$ cat src/rtl/lbm_field_render.sv
// lbm_field_render: scans the LBM lattice BRAM in address order and turns each
// point's nine distributions into an 8-bit intensity (density, ux, uy or speed)
// written to the frame buffer, one point per cycle with a fixed 4-cycle latency.
module lbm_field_render #(
    parameter int GRID_W     = 205,
    parameter int GRID_H     = 154,
    parameter int BRAM_DEPTH = 31570,
    localparam int ADDR_W    = $clog2(BRAM_DEPTH)
) (
    input  logic                  clk_in,
    input  logic                  rst_in,
    input  logic                  start_in,
    input  logic [1:0]            mode_in,
    input  logic [8:0][7:0]       bram_data_in,
    output logic [ADDR_W-1:0]     addr_out,
    output logic [ADDR_W-1:0]     pixel_addr_out,
    output logic [7:0]            pixel_out,
    output logic                  pixel_valid_out,
    output logic                  busy_out,
    output logic                  done_out
);

    localparam logic [ADDR_W-1:0] LAST_ADDR = ADDR_W'(BRAM_DEPTH - 1);

    // The lattice geometry and the BRAM depth must describe the same array.
    if (GRID_W * GRID_H != BRAM_DEPTH) begin : g_geom_check
        $error("lbm_field_render: GRID_W*GRID_H must equal BRAM_DEPTH");
    end

    typedef enum logic [1:0] {
        S_IDLE  = 2'd0,
        S_SCAN  = 2'd1,
        S_DRAIN = 2'd2,
        S_DONE  = 2'd3
    } state_t;

    state_t                r_state;
    state_t                w_state_next;
    logic                  w_issue;
    logic                  w_accept;
    logic [1:0]            r_mode;

    // Pipeline tracking: valid and address follow each point through the BRAM
    // (stages 1-2) and the sum register (stage 3).
    logic                  r_v1, r_v2, r_v3;
    logic [ADDR_W-1:0]     r_a1, r_a2, r_a3;

    logic [11:0]           w_rho;
    logic [9:0]            w_ux_pos, w_ux_neg, w_uy_pos, w_uy_neg;
    logic signed [10:0]    w_ux, w_uy;
    logic [11:0]           r_rho;
    logic signed [10:0]    r_ux, r_uy;

    logic signed [12:0]    w_ux13, w_uy13;
    logic signed [12:0]    w_abs_ux, w_abs_uy;
    logic signed [12:0]    w_val;
    logic [7:0]            w_pix;

    assign w_accept = (r_state == S_IDLE) && start_in;

    // State register
    always_ff @(posedge clk_in or posedge rst_in) begin
        if (rst_in) r_state <= S_IDLE;
        else        r_state <= w_state_next;
    end

    // Next-state logic
    always_comb begin
        w_state_next = r_state;
        case (r_state)
            S_IDLE:  if (start_in) w_state_next = S_SCAN;
            S_SCAN:  if (addr_out == LAST_ADDR) w_state_next = S_DRAIN;
            S_DRAIN: if (pixel_valid_out && (pixel_addr_out == LAST_ADDR)) w_state_next = S_DONE;
            S_DONE:  w_state_next = S_IDLE;
            default: w_state_next = S_IDLE;
        endcase
    end

    // FSM outputs
    always_comb begin
        busy_out = 1'b0;
        done_out = 1'b0;
        w_issue  = 1'b0;
        case (r_state)
            S_SCAN:  begin busy_out = 1'b1; w_issue = 1'b1; end
            S_DRAIN: busy_out = 1'b1;
            S_DONE:  done_out = 1'b1;
            default: ;
        endcase
    end

    // Address counter and mode latch; address holds at the last point once issued
    always_ff @(posedge clk_in or posedge rst_in) begin
        if (rst_in) begin
            addr_out <= '0;
            r_mode   <= '0;
        end else if (w_accept) begin
            addr_out <= '0;
            r_mode   <= mode_in;
        end else if (w_issue && (addr_out != LAST_ADDR)) begin
            addr_out <= addr_out + 1'b1;
        end
    end

    // Valid/address delay line matching the BRAM latency and the sum stage
    always_ff @(posedge clk_in or posedge rst_in) begin
        if (rst_in) begin
            r_v1 <= 1'b0;
            r_v2 <= 1'b0;
            r_v3 <= 1'b0;
            r_a1 <= '0;
            r_a2 <= '0;
            r_a3 <= '0;
        end else begin
            r_v1 <= w_issue;
            r_v2 <= r_v1;
            r_v3 <= r_v2;
            r_a1 <= addr_out;
            r_a2 <= r_a1;
            r_a3 <= r_a2;
        end
    end

    // Moment sums of the distributions arriving from the BRAM
    always_comb begin
        w_rho = 12'(bram_data_in[0]) + 12'(bram_data_in[1]) + 12'(bram_data_in[2])
              + 12'(bram_data_in[3]) + 12'(bram_data_in[4]) + 12'(bram_data_in[5])
              + 12'(bram_data_in[6]) + 12'(bram_data_in[7]) + 12'(bram_data_in[8]);
        w_ux_pos = 10'(bram_data_in[2]) + 10'(bram_data_in[3]) + 10'(bram_data_in[4]);
        w_ux_neg = 10'(bram_data_in[6]) + 10'(bram_data_in[7]) + 10'(bram_data_in[8]);
        w_uy_pos = 10'(bram_data_in[1]) + 10'(bram_data_in[2]) + 10'(bram_data_in[8]);
        w_uy_neg = 10'(bram_data_in[4]) + 10'(bram_data_in[5]) + 10'(bram_data_in[6]);
        w_ux = signed'({1'b0, w_ux_pos}) - signed'({1'b0, w_ux_neg});
        w_uy = signed'({1'b0, w_uy_pos}) - signed'({1'b0, w_uy_neg});
    end

    // Sum register stage
    always_ff @(posedge clk_in or posedge rst_in) begin
        if (rst_in) begin
            r_rho <= '0;
            r_ux  <= '0;
            r_uy  <= '0;
        end else begin
            r_rho <= w_rho;
            r_ux  <= w_ux;
            r_uy  <= w_uy;
        end
    end

    // Map the selected quantity to an intensity and clamp to 0..255
    always_comb begin
        w_ux13   = {{2{r_ux[10]}}, r_ux};
        w_uy13   = {{2{r_uy[10]}}, r_uy};
        w_abs_ux = r_ux[10] ? -w_ux13 : w_ux13;
        w_abs_uy = r_uy[10] ? -w_uy13 : w_uy13;
        case (r_mode)
            2'b00:   w_val = signed'({1'b0, 12'(r_rho >> 3)});
            2'b01:   w_val = 13'sd128 + (w_ux13 >>> 2);
            2'b10:   w_val = 13'sd128 + (w_uy13 >>> 2);
            default: w_val = (w_abs_ux + w_abs_uy) >>> 2;
        endcase
        if (w_val < 0)             w_pix = 8'd0;
        else if (w_val > 13'sd255) w_pix = 8'd255;
        else                       w_pix = w_val[7:0];
    end

    // Pixel output register
    always_ff @(posedge clk_in or posedge rst_in) begin
        if (rst_in) begin
            pixel_valid_out <= 1'b0;
            pixel_addr_out  <= '0;
            pixel_out       <= '0;
        end else begin
            pixel_valid_out <= r_v3;
            if (r_v3) begin
                pixel_addr_out <= r_a3;
                pixel_out      <= w_pix;
            end
        end
    end

endmodule

$ cat config.mk
export PLATFORM = sky130hd
export DESIGN_NAME = lbm_field_render
export DESIGN_NICKNAME = d
export VERILOG_FILES = /design/src/rtl/lbm_field_render.sv
export SDC_FILE = /design/constraint.sdc
export NUM_CORES = 1
export LEC_CHECK = 0
export ABC_AREA = 1
export CAP_MARGIN = 20
export CORE_MARGIN = 5
export CORE_UTILIZATION = 61
export CTS_CLUSTER_DIAMETER = 30
export CTS_CLUSTER_SIZE = 30
export DETAILED_ROUTE_END_ITERATION = 7
export PLACE_DENSITY = 0.89
export RECOVER_POWER = 100
export SETUP_SLACK_MARGIN = 0.2
export SKIP_CTS_REPAIR_TIMING = 1
export SLEW_MARGIN = 10
export SYNTH_ARGS = -nofsm -noshare
export SYNTH_HDL_FRONTEND = slang
export SYNTH_SLANG_ARGS = --single-unit
$ cat constraint.sdc
create_clock -name clk_in -period 10.8 [get_ports clk_in]
set_input_delay 2.16 -clock clk_in [delete_from_list [all_inputs] [get_ports clk_in]]
set_output_delay 2.16 -clock clk_in [all_outputs]
set_load 0.005 [all_outputs]
==> results_dict.tcl, run 1 <==
set metrics [dict create \
    crit_family "buffers and inverters" \
    cp.required_ps 10450 \
    grt_pass1_wl_um 36400 \
    worstPathCellList "dlygate4sd3_1, clkinvlp_2, clkbuf_1" \
    synth_area_per_cell_sq_um 9.67 \
    ir_worst_vdd_v 0.000191 \
    worstRegToRegCells 15 \
    slowest_stage "clkbuf_1" \
    worstSetupEndpoint "r_a3[6]" \
    worstSkewPairLatency_ps 420 \
    switching_share 0.481 \
    power_switching_w 0.00150 \
    max_stage_delay_ps 2760 \
    failed_checks "capacitance limit, slew limit" \
    worstPathArrival_ps 6670 \
    gr-total-overflow 0 \
    viasPerCell 5.45 \
    r2r-start "r_uy[0]" \
    rsz0062_at_grt "false" \
    io_pins 118 \
    worst_slew_pin_slew_ps 3780 \
    combPwrFrac 0.633 \
    critPathLaunchType "input port" \
    fmax_ghz 0.142 \
    die_h_um 133 \
    yosysSeqAreaShare 0.330 \
    outcome "finished with violations" \
    critPathKind "input port to asynchronous set/reset pin" \
    drive_gt1_frac 0.0438 \
    tritoncts "yes" \
    pwr_density_cell_mw_per_mm2 280 \
    synthToLayoutAreaGrowth_pct 20.7 \
    num_rows 45 \
    yosysWarnings 0 \
    antennaDiodeCount 0 \
    place.port_buffers 117 \
    cts_root_buf "clkbuf_16" \
    pwr-share-seq 0.189 \
    yosys.cell_types.count 49 \
    reg2reg_setup_slack_ps 7110 \
    hold_viol 0 \
    worstHoldPathType "flip-flop to flip-flop" \
    cts_buffers 17 \
    synth_top_area_share 0.330 \
    whs_ps 346 \
    cp-startpoint "rst_in" \
    die_w_um 133 \
    remaining_drc_errors 0 \
    path_depth 3 \
    fin_crit_ps 7020 \
    final_cell_area_sq_mm 0.0112 \
    finalSetupViolations 0 \
    finalWeightedCongestion 0.930 \
    hpwl_um 17100 \
    p_leak_nw 5.51 \
    synth.ff_latch_count 122 \
    tns_ps 0 \
    synthCells 957 \
    final.period_utilization 0.650 \
    syn_nets 1208 \
    clk_pin_slew_ps 60 \
    core_area_sq_mm 0.0150 \
    finClkSkew_ps 5.70 \
    clock-sinks 122 \
    antenna_found_initial 0 \
    final_antenna_net_count 0 \
    slew_violations 125 \
    drt-total-wl_um 21600 \
    die_area_sq_mm 0.0177 \
    critPathMaxFanout 77 \
    clkPwrFrac 0.178 \
    power.total_w 0.00312 \
    max_slew_margin -1.52 \
    vias 7006 \
    p_int_w 0.00162 \
    grt_max_degree 78 \
    fin_nets 1335 \
    max_cap_violations 2 \
    placed_area_sq_mm 0.0106 \
    clockBufferDepth 2 \
    wl_per_cell_um 16.8 \
    h-tree-depth 4 \
    reg2reg_to "pixel_out[5]" \
    crit_buf_inv 3 \
    synth_area_leaders "dfrtp_1, fa_1, inv_1, ha_1, nand2_1" \
    yosysTopAreaCell "dfrtp_1" \
    grt_pass1_vias 7554 \
    setup.worst_path.end_class "asynchronous set/reset pin" \
    drt_pre_antenna_iters 5 \
    initial_core_util 0.616 \
    track_usage 0.256 \
    drt-initial-drc-count 551 \
    synthesis.area_sq_mm 0.00926 \
    num-fill-cells 981 \
    postLayoutCoreUtil 0.743 \
]
## metal layers
metal,vias to the layer above,GRT usage,share of wire
met5,-,0,0
met4,0,0.107,0.034
met3,79,0.0487,0.070
met2,303,0.434,0.51
met1,3408,0.327,0.39
li1,3216,-,-
## layout make-up
type                    instances  area [sq um]  share of cell area
flip-flops and latches        122          3050               0.273
clock inverters                15           158              0.0141
repair buffers                118          1170               0.105
well taps                     188           235              0.0211
clock buffers                  17           425              0.0381
inverters                     204           767              0.0687
multi-input cells             621          5360               0.480
## cells in the final DEF, fill, tap and decap left out, types with 33 or more instances in the layout
master and n:
nor2_1 41, nand2_1 176, o21ai_0 44, xor2_1 33, dlygate4sd3_1 50, nand3_1 33
ha_1 56, inv_1 201, clkdlybuf4s50_1 67, a21oi_1 33, dfrtp_1 122, fa_1 118
## power groups by stage
| stage | Combinational [W] | Clock, W | Sequential (W) |
|---|---|---|---|
| 3_3_place_gp | 0.00179 | 0 | 0.000592 |
| 2_1_floorplan | 0.00144 | 0 | 0.000573 |
| 4_1_cts | 0.00194 | 0.000563 | 0.000587 |
| 3_5_place_dp | 0.00189 | 0 | 0.000593 |
| 6_report | 0.00198 | 0.000557 | 0.000591 |
| 5_1_grt | 0.00219 | 0.000583 | 0.000595 |
## synthesized netlist by cell type (all sizes together)
cell    count
nand4      11
inv       203
and2        1
o21bai      2
buf         4
a22oi       3
nand3      35
o22ai       1
nor2       42
o211ai      6
clkinv      1
a221oi      1
o31ai       5
a21oi      35
nor3b       2
a21boi      1
and3        1
o21ai      46
nand3b      1
dfrtp     122
nor4b       2
a32oi       1
clkbuf      6
nor3       16
xnor2      11
or2         1
a31oi       2
nor4        4
ha         56
o21a        2
xor2       33
nand2     180
a22o        1
fa        118
a221o       1
## state kept, by name (all words and copies together), names as in the netlist
signal and count:
addr_out 15, pixel_addr_out 15, pixel_out 8, pixel_valid_out 1, r_a1 15, r_a2 15
r_a3 15, r_mode 2, r_rho 9, r_state 2, r_ux 11, r_uy 11
r_v1 1, r_v2 1, r_v3 1
## metrics by stage
step / setup slack (ps) / std cells
after CTS: 4540 / 1285
final: 3780 / 1285
after detailed placement: 4110 / 1253
after global placement: 4330 / 1253
after global routing: 2420 / 1285
after floorplan: 5050 / 957
## how the worst min path moves through the flow
| stage | start | to | slack [ps] | depth (start not counted) |
|---|---|---|---|---|
| after floorplan | r_a1[0] | r_a2[0] | 330 | 0 |
| after global placement | r_a2[11] | r_a3[11] | 330 | 0 |
| after detailed placement | r_a1[1] | r_a2[1] | 330 | 0 |
| after CTS | r_a1[4] | r_a2[4] | 350 | 0 |
| after global routing | r_a1[1] | r_a2[1] | 350 | 0 |
| final | r_a2[12] | r_a3[12] | 350 | 0 |
## worst reg2reg max path: cells and delay by family, from the launching register on
kind                       cells  cell delay (ps)
DFF                            1              410
AOI/OAI and AO/OA              4             1020
buffers and inverters          2              130
and+or+nand+nor                7             1540
adders and majority gates      2              540
## logic make-up (layout without fill, tap and decap cells)
group / Yosys count / in the layout / synth area share
xor gates and xnor gates: 44 / 44 / 0.0416
DFF: 122 / 122 / 0.330
AOI/OAI and AO/OA: 107 / 107 / 0.0689
buffers and inverters: 214 / 354 / 0.0888
adders and majority gates: 174 / 174 / 0.331
and+or+nand+nor: 296 / 296 / 0.140
(Power assumes the default switching activity.)
==> run 2, diff against run 1 <==
--- a/config.mk
+++ b/config.mk
@@ -8,11 +8,11 @@
 export ABC_AREA = 1
 export CAP_MARGIN = 20
 export CORE_MARGIN = 5
-export CORE_UTILIZATION = 61
+export CORE_UTILIZATION = 57
 export CTS_CLUSTER_DIAMETER = 30
 export CTS_CLUSTER_SIZE = 30
 export DETAILED_ROUTE_END_ITERATION = 7
-export PLACE_DENSITY = 0.89
+export PLACE_DENSITY = 0.84
 export RECOVER_POWER = 100
 export SETUP_SLACK_MARGIN = 0.2
 export SKIP_CTS_REPAIR_TIMING = 1
==> constraint.sdc (replaced) <==
create_clock -name clk_in -period 7 [get_ports clk_in]
set_input_delay 1.4 -clock clk_in [delete_from_list [all_inputs] [get_ports clk_in]]
set_output_delay 1.4 -clock clk_in [all_outputs]
set_load 0.005 [all_outputs]
==> results_dict.tcl, run 2 (synthesis results as in run 1) <==
set metrics [dict create \
    failed_checks "capacitance limit, slew limit" \
    vias 6845 \
    antennaDiodeCount 0 \
    min_from "r_a2[10]" \
    grt_pass1_vias 7333 \
    clkPwrFrac 0.187 \
    slew_violations 61 \
    place.port_buffers 117 \
    drt_pre_antenna_iters 8 \
    outcome "finished with violations" \
    fin_crit_ps 5520 \
    max_slew_margin -0.737 \
    tns_ps 0 \
    cts_buffers 17 \
    postLayoutCoreUtil 0.706 \
    max_cap_violations 1 \
    initial_core_util 0.583 \
    max_stage_delay_ps 570 \
    cp.required_ps 7300 \
    track_usage 0.234 \
    clockBufferDepth 2 \
    power_switching_w 0.00219 \
    hold_viol 0 \
    finalWeightedCongestion 0.916 \
    crit_family "adder cells" \
    antenna_found_initial 0 \
    pwr_density_cell_mw_per_mm2 424 \
    fin_cells 1313 \
    power.total_w 0.00475 \
    worstRegToRegCells 16 \
    rsz0062_at_grt "false" \
    core_area_sq_mm 0.0159 \
    final_cell_mix "inv_1, nand2_1, dfrtp_1" \
    crit_buf_inv 2 \
    io_pins 118 \
    p_leak_nw 5.52 \
    critPathLaunchType "input port" \
    hpwl_um 16300 \
    grt_pass1_wl_um 34700 \
    die_w_um 137 \
    clock-sinks 122 \
    drt-total-wl_um 20200 \
    wl_per_cell_um 15.4 \
    critPathMaxFanout 3 \
    combPwrFrac 0.623 \
    die_h_um 137 \
    grt_max_degree 64 \
    fmax_ghz 0.181 \
    remaining_drc_errors 0 \
    gr-total-overflow 0 \
    worstHoldEndpoint "r_a3[10]" \
    finalSetupViolations 0 \
    finalWorstSetupSlack_ps 1480 \
    worstPathCellList "dlygate4sd3_1, inv_1, fa_1, fa_1, fa_1, fa_1, nor2_1, nand3_1, fa_1, o21ai_0, nand2_1, nand2_1, a21oi_1, nor2_1, o21ai_0, nand3_1, nand2_1" \
    timing.critical_path.mode_cell "fa_1" \
    reg2reg_setup_slack_ps 3520 \
    ir_worst_vdd_v 0.000314 \
    fin_nets 1335 \
    clk_pin_slew_ps 60 \
    worstSkewPairLatency_ps 410 \
    setup.worst_path.end_class "flip-flop" \
    worstHoldPathType "flip-flop to flip-flop" \
    worst_slew_pin_slew_ps 2590 \
    final.period_utilization 0.788 \
    dpl.cell_count 1281 \
    switching_share 0.461 \
    viasPerCell 5.21 \
    critPathKind "input port to flip-flop" \
    pwr-share-seq 0.190 \
    num_rows 46 \
    r2r-start "r_uy[2]" \
    h-tree-depth 4 \
    layout_commonest_cell "inv_1" \
    drive_gt1_frac 0.0419 \
    synthToLayoutAreaGrowth_pct 21.2 \
    p_int_w 0.00256 \
    reg2reg_to "pixel_out[5]" \
    cts_root_buf "clkbuf_16" \
    drt-initial-drc-count 602 \
    die_area_sq_mm 0.0189 \
    final_antenna_net_count 0 \
    finClkSkew_ps 6.32 \
    num-fill-cells 1141 \
    tritoncts "yes" \
    hold_depth 0 \
    slowest_stage "dlygate4sd3_1" \
    worstPathArrival_ps 5820 \
    place_ws_ps 1130 \
]
run 2: changes by cell type in the layout (fill, tap and decap cells not counted):
cell,delta
clkbuf_2,+1
nor3_2,-1
clkinv_4,-2
clkbuf_1,+1
clkinvlp_4,+1
nor3_1,+1
clkinv_2,+1
inv_8,-4
bufinv_16,+2
run 2: stage by stage:
stage | cell area (sq um) | hold slack, ps
3_5_place_dp | 10700 | 335
6_report | 11200 | 343
2_1_floorplan | 9260 | 331
5_1_grt | 11200 | 347
3_3_place_gp | 10700 | 332
4_1_cts | 11300 | 344
run 2: power by group through the flow:
stage | Combinational [W] | Clock (W) | Sequential (W)
final | 0.00296 | 0.000887 | 0.000906
after global routing | 0.00337 | 0.000929 | 0.000918
after CTS | 0.00294 | 0.000894 | 0.000903
after detailed placement | 0.00289 | 0 | 0.000914
after global placement | 0.00278 | 0 | 0.000915
after floorplan | 0.00223 | 0 | 0.000885
run 2: area by class of cell:
class                   count  area (sq um)  share of cell area
well taps                 216           270              0.0241
flip-flops and latches    122          3050               0.272
inverters                 204           767              0.0684
repair buffers            118          1180               0.105
clock inverters            13           168              0.0149
multi-input cells         621          5350               0.477
clock buffers              19           433              0.0386
run 2: worst reg2reg max path, delay by kind of cell, from the launching register on:
kind | cells | cell delay, ps
compound gates | 4 | 930
xor+xnor | 1 | 150
fa+ha+maj | 1 | 300
flops | 1 | 410
simple gates | 10 | 1610
run 2: worst max path at each step:
stage                          start         to  slack (ps)  depth (start not counted)
detailed placement  bram_data_in[18]  r_rho[10]        1130                         17
finish              bram_data_in[17]  r_rho[10]        1480                         17
global route        bram_data_in[17]  r_rho[10]        1200                         18
CTS                 bram_data_in[18]  r_rho[10]        1550                         17
floorplan           bram_data_in[50]  r_rho[10]        2010                         18
global placement    bram_data_in[18]  r_rho[10]        1270                         17
run 2: per-layer routing:
layer	up-vias	GRT usage	part of all wire
met5	-	0	0
met1	3316	0.308	0.41
met4	0	0.0549	0.016
met3	47	0.0504	0.070
met2	268	0.399	0.50
li1	3214	-	-
==> run 3, diff against run 2 <==
--- a/config.mk
+++ b/config.mk
@@ -8,11 +8,11 @@
 export ABC_AREA = 1
 export CAP_MARGIN = 20
 export CORE_MARGIN = 5
-export CORE_UTILIZATION = 57
+export CORE_UTILIZATION = 51
 export CTS_CLUSTER_DIAMETER = 30
 export CTS_CLUSTER_SIZE = 30
 export DETAILED_ROUTE_END_ITERATION = 7
-export PLACE_DENSITY = 0.84
+export PLACE_DENSITY = 0.79
 export RECOVER_POWER = 100
 export SETUP_SLACK_MARGIN = 0.2
 export SKIP_CTS_REPAIR_TIMING = 1
==> constraint.sdc (replaced) <==
create_clock -name clk_in -period 5 [get_ports clk_in]
set_input_delay 1 -clock clk_in [delete_from_list [all_inputs] [get_ports clk_in]]
set_output_delay 1 -clock clk_in [all_outputs]
set_load 0.005 [all_outputs]
==> results_dict.tcl, run 3 (synthesis results as in run 1) <==
set metrics [dict create \
    dpl.cell_count 1352 \
    slowest_stage "dlygate4sd3_1" \
    max_cap_violations 2 \
    fin_nets 1393 \
    drive_gt1_frac 0.0909 \
    clockBufferDepth 2 \
    cts_buffers 17 \
    vias 6939 \
    gr-total-overflow 0 \
    initial_core_util 0.517 \
    die_area_sq_mm 0.0209 \
    max_stage_delay_ps 580 \
    drt-total-wl_um 21100 \
    finalSetupViolations 0 \
    worstHoldPathType "flip-flop to flip-flop" \
    tritoncts "yes" \
    antenna_found_initial 0 \
    worstPathCellList "dlygate4sd3_1, fa_1, fa_1, fa_1, inv_1, fa_1, inv_1, ha_1, nand2_1, nor2_1, nand4_1, nand2_1, nand2_1, nand2_1, a21oi_1, inv_1, nand2_1, a21oi_1" \
    h-tree-depth 4 \
    die_w_um 145 \
    rsz0062_at_grt "true" \
    fin_cells 1384 \
    seq_area_sq_mm 0.00305 \
    critPathMaxFanout 2 \
    reg2reg_to "pixel_out[3]" \
    worstRegToRegCells 19 \
    final.period_utilization 0.940 \
    r2r-start "r_uy[0]" \
    critPathKind "input port to flip-flop" \
    layout_commonest_cell "inv_1" \
    fmax_ghz 0.213 \
    antennaDiodeCount 0 \
    final_antenna_net_count 0 \
    worstSkewPairLatency_ps 410 \
    finalWeightedCongestion 0.899 \
    viasPerCell 5.01 \
    hpwl_um 16900 \
    finClkSkew_ps 8.84 \
    clock-sinks 122 \
    synthToLayoutAreaGrowth_pct 26.0 \
    timing.critical_path.mode_cell "nand2_1" \
    grt_max_degree 52 \
    pwr_density_cell_mw_per_mm2 591 \
    ir_worst_vdd_v 0.000394 \
    power.total_w 0.00690 \
    failed_checks "capacitance limit, slew limit" \
    critPathLaunchType "input port" \
    clk_pin_slew_ps 60 \
    p_leak_nw 5.76 \
    grt_pass1_vias 7472 \
    track_usage 0.212 \
    place.port_buffers 117 \
    cts_root_buf "clkbuf_16" \
    grt_pass1_wl_um 35300 \
    cp-startpoint "bram_data_in[35]" \
    num_rows 49 \
    outcome "finished with violations" \
    final_cell_mix "inv_1, nand2_1, dfrtp_1" \
    fin_crit_ps 4700 \
    core_area_sq_mm 0.0179 \
    die_h_um 145 \
    drt_pre_antenna_iters 5 \
    remaining_drc_errors 0 \
    worst_slew_pin_slew_ps 2190 \
    cp.required_ps 5320 \
    setup.worst_path.end_class "flip-flop" \
    tns_ps 0 \
    num-fill-cells 1387 \
    wl_per_cell_um 15.2 \
    worstSetupEndpoint "r_rho[11]" \
    hold_depth 0 \
    slew_violations 87 \
    drt-initial-drc-count 541 \
    hold_viol 0 \
    reg2reg_setup_slack_ps 1570 \
    multi_input_area_sq_mm 0.00539 \
    io_pins 118 \
    worstPathArrival_ps 5020 \
    max_slew_margin -0.470 \
]
==> run 3: cell types whose count changed in the layout (fill, tap and decap cells not counted), moves of 2 or more <==
cell,previous run,this run
buf_4,0,50
clkinvlp_4,2,4
bufinv_16,3,1
nand2_2,4,2
o21ai_0,44,42
clkbuf_1,2,7
a21oi_2,2,4
nand2_1,176,178
a21oi_1,33,30
inv_6,3,5
==> run 3: cell type report <==
| type | instances | area share |
|---|---|---|
| multi-input cells | 621 | 0.462 |
| flip-flops and latches | 122 | 0.262 |
| repair buffers | 176 | 0.136 |
| inverters | 204 | 0.0658 |
| clock buffers | 18 | 0.0377 |
| well taps | 229 | 0.0246 |
| clock inverters | 14 | 0.0118 |
==> run 3: stage by stage <==
step | instance area (sq um) | hold WS (ps) | setup WS, ps | util
finish | 11700 | 347 | 299 | 0.651
global route | 11700 | 360 | 114 | 0.651
CTS | 11700 | 348 | 192 | 0.652
detailed placement | 11100 | 336 | -235 | 0.620
global placement | 11100 | 332 | -192 | 0.620
floorplan | 9260 | 331 | 414 | -
==> run 3: per-layer routing <==
layer | share of wire | global-route usage
met4 | 0.012 | 0.0461
met2 | 0.50 | 0.359
met1 | 0.43 | 0.292
met3 | 0.054 | 0.0358
met5 | 0 | 0
==> run 3: worst max-delay path, delay by kind of cell <==
kind	cells	cell delay, ps
adders and majority gates	5	2360
and+or+nand+nor	7	630
buffers and inverters	4	770
AOI/OAI and AO/OA	2	240
==> run 3: how the worst min path moves through the flow <==
stage	from	end	slack [ps]
after floorplan	r_a1[0]	r_a2[0]	330
after global placement	r_a1[14]	r_a2[14]	330
after detailed placement	r_a1[8]	r_a2[8]	340
after CTS	r_a2[4]	r_a3[4]	350
after global routing	r_a1[12]	r_a2[12]	360
final	r_a2[4]	r_a3[4]	350
==> run 3: report_power, final <==
group          total [W]  internal, W  switching (W)
registers        0.00127      0.00115       0.000115
clock network    0.00118     0.000707       0.000476
logic            0.00444      0.00188        0.00257
total            0.00690      0.00374        0.00316
